==> config.mk <==
export PLATFORM = sky130hd
export DESIGN_NAME = decode_stage_flat
export DESIGN_NICKNAME = d
export VERILOG_FILES = /design/src/rtl/decode_stage_pkg.sv /design/src/rtl/decode_stage_if.sv /design/src/rtl/decode_stage_reg_file.sv /design/src/rtl/decode_stage.sv /design/src/flat_wrapper.sv
export SDC_FILE = /design/constraint.sdc
export NUM_CORES = 2
export LEC_CHECK = 0
export BUFFER_PORTS_ARGS = -buffer_cell sky130_fd_sc_hd__buf_2
export CORE_MARGIN = 2
export CORE_UTILIZATION = 45
export CTS_CLUSTER_DIAMETER = 50
export DETAILED_ROUTE_END_ITERATION = 7
export PLACE_DENSITY = 0.65
export SLEW_MARGIN = 20
export SYNTH_ARGS = -nofsm -noshare
export SYNTH_HDL_FRONTEND = slang
export SYNTH_SLANG_ARGS = --single-unit
==> constraint.sdc <==
create_clock -name clk -period 6.2 [get_ports clk]
set_input_delay 0.31 -clock clk [delete_from_list [all_inputs] [get_ports clk]]
set_output_delay 0.31 -clock clk [all_outputs]
set_load 0.02 [all_outputs]
==> src/rtl/decode_stage_pkg.sv <==
// Shared constants and types for the decode stage: widths, opcodes, ALU codes,
// control-bit layout and the decoded-instruction record.
package decode_stage_pkg;

  localparam int INST_WIDTH      = 32;
  localparam int VIRT_ADDR_WIDTH = 32;
  localparam int XLEN            = 32;
  localparam int REG_AW          = 5;
  localparam int NUM_REGS        = 32;
  localparam int NUM_RD_PORTS    = 2;

  localparam logic [6:0] OPC_OP     = 7'b0110011;
  localparam logic [6:0] OPC_OPIMM  = 7'b0010011;
  localparam logic [6:0] OPC_LOAD   = 7'b0000011;
  localparam logic [6:0] OPC_STORE  = 7'b0100011;
  localparam logic [6:0] OPC_BRANCH = 7'b1100011;

  localparam logic [3:0] ALU_ADD = 4'b0000;
  localparam logic [3:0] ALU_SUB = 4'b1000;

  // mem_read is the MSB of the 5-bit ctrl bus
  typedef struct packed {
    logic mem_read;
    logic mem_write;
    logic reg_write;
    logic is_branch;
    logic use_imm;
  } ctrl_t;

  localparam ctrl_t CTRL_OP     = 5'b00100;
  localparam ctrl_t CTRL_OPIMM  = 5'b00101;
  localparam ctrl_t CTRL_LOAD   = 5'b10101;
  localparam ctrl_t CTRL_STORE  = 5'b01001;
  localparam ctrl_t CTRL_BRANCH = 5'b00010;

  typedef struct packed {
    logic [XLEN-1:0]   imm;
    logic [REG_AW-1:0] rd;
    logic [REG_AW-1:0] rs1;
    logic [REG_AW-1:0] rs2;
    logic [3:0]        alu_op;
    ctrl_t             ctrl;
    logic              illegal;
    logic              uses_rs2;
  } dec_t;

endpackage

==> src/rtl/decode_stage_if.sv <==
// Fetch/writeback inputs and execute-side outputs of the decode stage.
interface decode_stage_if;
  import decode_stage_pkg::*;

  logic                       wrt_en;
  logic                       flush;
  logic [INST_WIDTH-1:0]      instruction;
  logic [VIRT_ADDR_WIDTH-1:0] PCin;
  logic                       wb_en;
  logic [REG_AW-1:0]          wb_addr;
  logic [XLEN-1:0]            wb_data;

  logic [VIRT_ADDR_WIDTH-1:0] PCnext;
  logic [XLEN-1:0]            rs1_data;
  logic [XLEN-1:0]            rs2_data;
  logic [XLEN-1:0]            imm;
  logic [REG_AW-1:0]          rd;
  logic [3:0]                 alu_op;
  logic [4:0]                 ctrl;
  logic                       valid_out;
  logic                       illegal;
  logic                       stall_fetch;

  modport master (
    output wrt_en, flush, instruction, PCin, wb_en, wb_addr, wb_data,
    input  PCnext, rs1_data, rs2_data, imm, rd, alu_op, ctrl, valid_out, illegal, stall_fetch
  );

  modport slave (
    input  wrt_en, flush, instruction, PCin, wb_en, wb_addr, wb_data,
    output PCnext, rs1_data, rs2_data, imm, rd, alu_op, ctrl, valid_out, illegal, stall_fetch
  );
endinterface

==> src/rtl/decode_stage_reg_file.sv <==
// 32x32 register file: x0 hardwired to zero, combinational reads with
// write-through bypass, one write port.
module reg_file
  import decode_stage_pkg::*;
(
  input  logic                                    clk,
  input  logic                                    reset,
  input  logic [NUM_RD_PORTS-1:0][REG_AW-1:0]     rd_addr,
  output logic [NUM_RD_PORTS-1:0][XLEN-1:0]       rd_data,
  input  logic                                    wr_en,
  input  logic [REG_AW-1:0]                       wr_addr,
  input  logic [XLEN-1:0]                         wr_data
);

  logic [XLEN-1:0] mem [NUM_REGS];

  always_ff @(posedge clk) begin
    if (reset) begin
      for (int i = 0; i < NUM_REGS; i++) mem[i] <= '0;
    end else if (wr_en && wr_addr != '0) begin
      mem[wr_addr] <= wr_data;
    end
  end

  // same-cycle writeback is forwarded so decode never sees a stale operand
  for (genvar p = 0; p < NUM_RD_PORTS; p++) begin : g_rd
    assign rd_data[p] = (rd_addr[p] == '0)                   ? '0      :
                        (wr_en && wr_addr == rd_addr[p])      ? wr_data :
                                                                mem[rd_addr[p]];
  end

endmodule

==> src/rtl/decode_stage.sv <==
// Decode stage: instruction decoder, load-use hazard detection and the
// decode/execute stage register, with the register file as a sub-block.
module decode_stage
  import decode_stage_pkg::*;
(
  input  logic          clk,
  input  logic          reset,
  decode_stage_if.slave bus
);

  logic [INST_WIDTH-1:0]                inst;
  logic [XLEN-1:0]                      imm_i, imm_s, imm_b;
  dec_t                                 dec;
  logic [NUM_RD_PORTS-1:0][XLEN-1:0]    rdata;
  logic                                 load_use;

  logic [VIRT_ADDR_WIDTH-1:0] pc_q;
  logic [XLEN-1:0]            rs1_q, rs2_q, imm_q;
  logic [REG_AW-1:0]          rd_q;
  logic [3:0]                 alu_q;
  ctrl_t                      ctrl_q;
  logic                       valid_q, illegal_q;

  assign inst  = bus.instruction;
  assign imm_i = {{20{inst[31]}}, inst[31:20]};
  assign imm_s = {{20{inst[31]}}, inst[31:25], inst[11:7]};
  assign imm_b = {{19{inst[31]}}, inst[31], inst[7], inst[30:25], inst[11:8], 1'b0};

  always_comb begin
    dec     = '0;
    dec.rd  = inst[11:7];
    dec.rs1 = inst[19:15];
    dec.rs2 = inst[24:20];
    case (inst[6:0])
      OPC_OP: begin
        dec.alu_op   = {inst[30], inst[14:12]};
        dec.ctrl     = CTRL_OP;
        dec.uses_rs2 = 1'b1;
      end
      OPC_OPIMM: begin
        dec.alu_op = {1'b0, inst[14:12]};
        dec.ctrl   = CTRL_OPIMM;
        dec.imm    = imm_i;
      end
      OPC_LOAD: begin
        dec.alu_op = ALU_ADD;
        dec.ctrl   = CTRL_LOAD;
        dec.imm    = imm_i;
      end
      OPC_STORE: begin
        dec.alu_op   = ALU_ADD;
        dec.ctrl     = CTRL_STORE;
        dec.imm      = imm_s;
        dec.uses_rs2 = 1'b1;
      end
      OPC_BRANCH: begin
        // only BEQ/BNE are implemented; other compares are unsupported
        if (inst[14:13] == 2'b00) begin
          dec.alu_op   = ALU_SUB;
          dec.ctrl     = CTRL_BRANCH;
          dec.imm      = imm_b;
          dec.uses_rs2 = 1'b1;
        end else begin
          dec.illegal = 1'b1;
          dec.rd      = '0;
        end
      end
      default: begin
        dec.illegal = 1'b1;
        dec.rd      = '0;
      end
    endcase
  end

  reg_file u_rf (
    .clk     (clk),
    .reset   (reset),
    .rd_addr ({dec.rs2, dec.rs1}),
    .rd_data (rdata),
    .wr_en   (bus.wb_en),
    .wr_addr (bus.wb_addr),
    .wr_data (bus.wb_data)
  );

  // hazard is judged against the instruction currently held for execute
  assign load_use = valid_q && ctrl_q.mem_read && (rd_q != '0) &&
                    ((rd_q == dec.rs1) || (dec.uses_rs2 && rd_q == dec.rs2));
  assign bus.stall_fetch = load_use && !(bus.flush && bus.wrt_en);

  always_ff @(posedge clk) begin
    if (reset) begin
      pc_q      <= '0;
      rs1_q     <= '0;
      rs2_q     <= '0;
      imm_q     <= '0;
      rd_q      <= '0;
      alu_q     <= '0;
      ctrl_q    <= '0;
      valid_q   <= 1'b0;
      illegal_q <= 1'b0;
    end else if (bus.wrt_en) begin
      if (bus.flush || load_use) begin
        valid_q   <= 1'b0;
        ctrl_q    <= '0;
        illegal_q <= 1'b0;
      end else begin
        pc_q      <= bus.PCin;
        rs1_q     <= rdata[0];
        rs2_q     <= rdata[1];
        imm_q     <= dec.imm;
        rd_q      <= dec.rd;
        alu_q     <= dec.alu_op;
        ctrl_q    <= dec.ctrl;
        valid_q   <= 1'b1;
        illegal_q <= dec.illegal;
      end
    end
  end

  assign bus.PCnext    = pc_q;
  assign bus.rs1_data  = rs1_q;
  assign bus.rs2_data  = rs2_q;
  assign bus.imm       = imm_q;
  assign bus.rd        = rd_q;
  assign bus.alu_op    = alu_q;
  assign bus.ctrl      = ctrl_q;
  assign bus.valid_out = valid_q;
  assign bus.illegal   = illegal_q;

endmodule
==> src/flat_wrapper.sv <==
// flat-port wrapper written by rule: the top's interface ports become plain ports
module decode_stage_flat import decode_stage_pkg::*;
  (clk, reset, bus_wrt_en, bus_flush, bus_instruction, bus_PCin, bus_wb_en, bus_wb_addr, bus_wb_data, bus_PCnext, bus_rs1_data, bus_rs2_data, bus_imm, bus_rd, bus_alu_op, bus_ctrl, bus_valid_out, bus_illegal, bus_stall_fetch);
  decode_stage_if bus_i ();
  input  logic clk;
  input  logic reset;
  input wire logic [$bits(bus_i.wrt_en)-1:0] bus_wrt_en;
  input wire logic [$bits(bus_i.flush)-1:0] bus_flush;
  input wire logic [$bits(bus_i.instruction)-1:0] bus_instruction;
  input wire logic [$bits(bus_i.PCin)-1:0] bus_PCin;
  input wire logic [$bits(bus_i.wb_en)-1:0] bus_wb_en;
  input wire logic [$bits(bus_i.wb_addr)-1:0] bus_wb_addr;
  input wire logic [$bits(bus_i.wb_data)-1:0] bus_wb_data;
  output wire logic [$bits(bus_i.PCnext)-1:0] bus_PCnext;
  output wire logic [$bits(bus_i.rs1_data)-1:0] bus_rs1_data;
  output wire logic [$bits(bus_i.rs2_data)-1:0] bus_rs2_data;
  output wire logic [$bits(bus_i.imm)-1:0] bus_imm;
  output wire logic [$bits(bus_i.rd)-1:0] bus_rd;
  output wire logic [$bits(bus_i.alu_op)-1:0] bus_alu_op;
  output wire logic [$bits(bus_i.ctrl)-1:0] bus_ctrl;
  output wire logic [$bits(bus_i.valid_out)-1:0] bus_valid_out;
  output wire logic [$bits(bus_i.illegal)-1:0] bus_illegal;
  output wire logic [$bits(bus_i.stall_fetch)-1:0] bus_stall_fetch;
  assign bus_i.wrt_en = bus_wrt_en;
  assign bus_i.flush = bus_flush;
  assign bus_i.instruction = bus_instruction;
  assign bus_i.PCin = bus_PCin;
  assign bus_i.wb_en = bus_wb_en;
  assign bus_i.wb_addr = bus_wb_addr;
  assign bus_i.wb_data = bus_wb_data;
  assign bus_PCnext = bus_i.PCnext;
  assign bus_rs1_data = bus_i.rs1_data;
  assign bus_rs2_data = bus_i.rs2_data;
  assign bus_imm = bus_i.imm;
  assign bus_rd = bus_i.rd;
  assign bus_alu_op = bus_i.alu_op;
  assign bus_ctrl = bus_i.ctrl;
  assign bus_valid_out = bus_i.valid_out;
  assign bus_illegal = bus_i.illegal;
  assign bus_stall_fetch = bus_i.stall_fetch;
  decode_stage u_core (.clk(clk), .reset(reset), .bus(bus_i));
endmodule
==> flow_metrics.py <==
metrics = {
    "critical_path": {
        "r2r_start": "u_core.bus.rd[0]$_SDFFE_PP0P_",
        "cp_max_fo": 62,
        "critical_path_required_ns": 6.91,
        "cp-start-kind": "flip-flop",
        "arrival_ns": 4.36,
        "startpoint": "u_core.bus.rd[0]$_SDFFE_PP0P_",
        "cp-end-kind": "flip-flop",
        "critical_path_class": "flip-flop to flip-flop",
    },
    "cts": {
        "insertion_delay_ns": 0.79,
        "cts_tree": "done",
        "root_buffer": "clkbuf_16",
        "cts_buffer_depth": 3,
        "clkTransAtPathRegs_ns": 0.05,
        "cts_buffers": 137,
        "numClockSinks": 1149,
        "h-tree-depth": 4,
    },
    "logic_synthesis": {
        "syn_area_sq_mm": 0.0586,
        "yosys_register_bits": 1149,
        "netlist_instances": 4084,
        "ys_types": 52,
        "ys_top_cells_by_area": "edfxtp_1, mux4_2, and2_1",
        "synth_top_cell_by_area": "edfxtp_1",
        "yosysTopAreaCellShare_pct": 52.5,
        "synth_flop_cell": "edfxtp_1",
        "avgSynthCellArea_sq_um": 14.3,
        "async_flop_share_pct": 0,
        "synth-seq-area-share_pct": 56.8,
        "synth_edf_count": 1024,
        "ys_warn_count": 0,
    },
    "timing": {
        "grt_setup_unrepaired": "no",
        "timing.final.ws_setup_ns": 2.55,
        "fin_tns_setup_ns": 0,
        "fmax_mhz": 274,
        "finClkSkew_ns": 0.0331,
        "hold_viol_final": 0,
        "setup_viol": 0,
        "drv_slew": 0,
        "worstMarginPinSlew_ns": 1.25,
        "fin_crit_sh_pct": 58.9,
        "fin_crit_ns": 3.65,
        "slew_headroom_pct": 16.4,
        "hold_slack_ns": 0.0594,
    },
    "status": {
        "outcome": "finished clean",
    },
    "route": {
        "drtPass1Iterations": 6,
        "initialDrtViolationCount": 5661,
        "drtAntennaViolNets": 0,
        "routedWlPerCell_um": 34.0,
        "viasPerCell": 6.51,
        "drcViolationCount": 0,
        "num_vias": 39659,
        "finalWirelength_um": 207000,
    },
    "final_layout": {
        "fill_cells": 10720,
        "stdcell_count": 6094,
        "postLayoutCellArea_sq_mm": 0.0665,
        "area.sequential_sq_mm": 0.0333,
        "areaGrowthSynthToFinish_pct": 13.5,
        "multiInputGateArea_sq_mm": 0.0236,
        "drive_gt1_share_pct": 24.3,
        "final_net_count": 4341,
    },
    "min_path": {
        "hold_path_class": "primary input to flip-flop",
        "hold_path.startpoint": "bus_instruction[6]",
    },
    "job": {
        "maxCapViolations": 0,
    },
    "global_route": {
        "grt_max_degree": 91,
        "grt_pass1_wl_um": 288000,
        "gr-usage-all-layers_pct": 30.9,
        "grt_pass1_vias": 38614,
        "grt_antenna_before_repair": 11,
        "grt_overflow": 0,
    },
    "placed_design": {
        "port_buffers": 250,
        "place_ws_ns": 2.31,
        "post-place-cells": 5778,
        "gp_congestion": 0.901,
        "post-dp-hpwl_um": 119000,
        "place_area_sq_mm": 0.0615,
    },
    "die": {
        "design.core.area_sq_mm": 0.129,
        "initial_utilization_pct": 45.3,
        "die_x_um": 365,
        "dieArea_sq_mm": 0.133,
        "io_pins": 251,
        "die_h_um": 365,
        "num_rows": 132,
    },
    "pwr": {
        "power_density_mw_per_mm2": 287,
        "p_leak_nw": 23.7,
        "vdd_drop_max_v": 0.000300,
    },
}
## sequential cells by signal, summed over array words and instances, names as in the netlist, 4 cells and up
name	flops
u_core.bus.PCnext	32
u_core.bus.alu_op	4
u_core.bus.ctrl	5
u_core.bus.imm	13
u_core.bus.rd	5
u_core.bus.rs1_data	32
u_core.bus.rs2_data	32
u_core.u_rf.mem	1024
## stage by stage
| stage | util [%] | total power, W |
|---|---|---|
| 2_1_floorplan | - | 0.0104 |
| 3_3_place_gp | 47.5 | 0.0112 |
| 3_5_place_dp | 47.5 | 0.0112 |
| 4_1_cts | 51.4 | 0.0191 |
| 5_1_grt | 51.4 | 0.0195 |
| 6_report | 51.4 | 0.0191 |
## Yosys cell counts, types with 6 or more instances
| cell | number |
|---|---|
| xor2_1 | 10 |
| o22ai_1 | 62 |
| dfxtp_1 | 125 |
| edfxtp_1 | 1024 |
| buf_4 | 49 |
| xnor2_1 | 10 |
| or2_2 | 32 |
| and2_1 | 994 |
| mux4_2 | 386 |
| buf_6 | 7 |
| a2111oi_0 | 51 |
| nor2_1 | 44 |
| o221ai_1 | 64 |
| nor3_1 | 7 |
| nand3_1 | 21 |
| a21oi_1 | 102 |
| clkbuf_1 | 314 |
| nand2_1 | 87 |
| a221o_1 | 64 |
| buf_2 | 72 |
| nand3b_1 | 7 |
| a22o_1 | 64 |
| a22oi_1 | 64 |
| buf_1 | 17 |
| nand4_1 | 6 |
| mux2i_1 | 252 |
| nor2b_1 | 11 |
| a211oi_1 | 92 |
## final cells by class
| type | count | area share [%] |
|---|---|---|
| diodes | 9 | 0.0339 |
| flip-flops and latches | 1149 | 50.0 |
| multi-input cells | 2503 | 35.5 |
| well taps | 1742 | 3.28 |
| repair buffers | 442 | 4.59 |
| inverters | 2 | 0.0113 |
| clock inverters | 57 | 0.740 |
| clock buffers | 190 | 5.85 |
## placed cells by master (no fill, tap or decap), drive strengths merged, types with 4 or more instances in the layout
master and count:
a2111oi 51, a211oi 92, a21oi 102, a221o 64
a221oi 4, a22o 64, a22oi 64, and2 994
buf 381, bufinv 5, clkbuf 190, clkinv 37
clkinvlp 7, conb 32, dfxtp 125, diode 9
dlygate4sd3 60, edfxtp 1024, inv 10, mux2i 252
mux4 386, nand2 87, nand3 21, nand3b 7
nand4 6, nor2 45, nor2b 11, nor3 7
nor3b 6, nor4 4, o221ai 64, o22ai 62
or2 32, or3b 4, xnor2 10, xor2 10
## critical path, cell delays in order (launching register included)
cell	delay [ns]
dfxtp_1	0.38
or4_1	0.56
o211ai_2	0.17
or4_1	0.27
and3_2	0.21
buf_4	0.53
nand4_1	0.16
dlygate4sd3_1	0.59
a21oi_1	0.15
dlygate4sd3_1	0.57
## path summary, 6_finish.rpt
| kind | end | slack, ns | cells after the start |
|---|---|---|---|
| min reg2reg | u_core.bus.imm[5]$_SDFFE_PP0P_ | 0.45 | 2 |
| min | u_core.bus.imm[0]$_SDFFE_PP0P_ | 0.06 | 4 |
| max reg2reg | u_core.bus.alu_op[0]$_SDFFE_PP0P_ | 2.55 | 9 |
| max | u_core.bus.alu_op[0]$_SDFFE_PP0P_ | 2.55 | 9 |
## power breakdown
| part | switching [W] | internal (W) | total (W) |
|---|---|---|---|
| registers | 0.000247 | 0.00885 | 0.00909 |
| clock network | 0.00332 | 0.00460 | 0.00792 |
| logic | 0.00127 | 0.000796 | 0.00206 |
| total | 0.00483 | 0.0142 | 0.0191 |
## kinds of logic (layout without fill, tap and decap cells)
kind of cell | after synthesis | after routing | share of synthesized area (%)
buffers and inverters | 463 | 691 | 3.54
XOR/XNOR | 20 | 20 | 0.299
other | 1 | 41 | 0.00640
AO/OA/AOI/OAI | 577 | 577 | 7.51
multiplexers | 640 | 640 | 19.2
flip-flops | 1149 | 1149 | 56.8
AND/OR/NAND/NOR | 1234 | 1234 | 12.7
## repair_timing
action	in CTS	in global routing
buffers inserted	0	0
endpoints found under the hold margin	57	0
hold buffers	60	0
setup endpoints to repair	0	0
gates resized for setup	0	0
## per-layer routing
layer	GRT usage, %	share of wire, %	vias to the layer above
met5	0	0.0053	-
met4	15.4	5.2	2
met3	7.75	13	483
met2	47.6	45	2992
met1	40.6	37	20128
li1	-	-	16054
(Power assumes the default switching activity.)
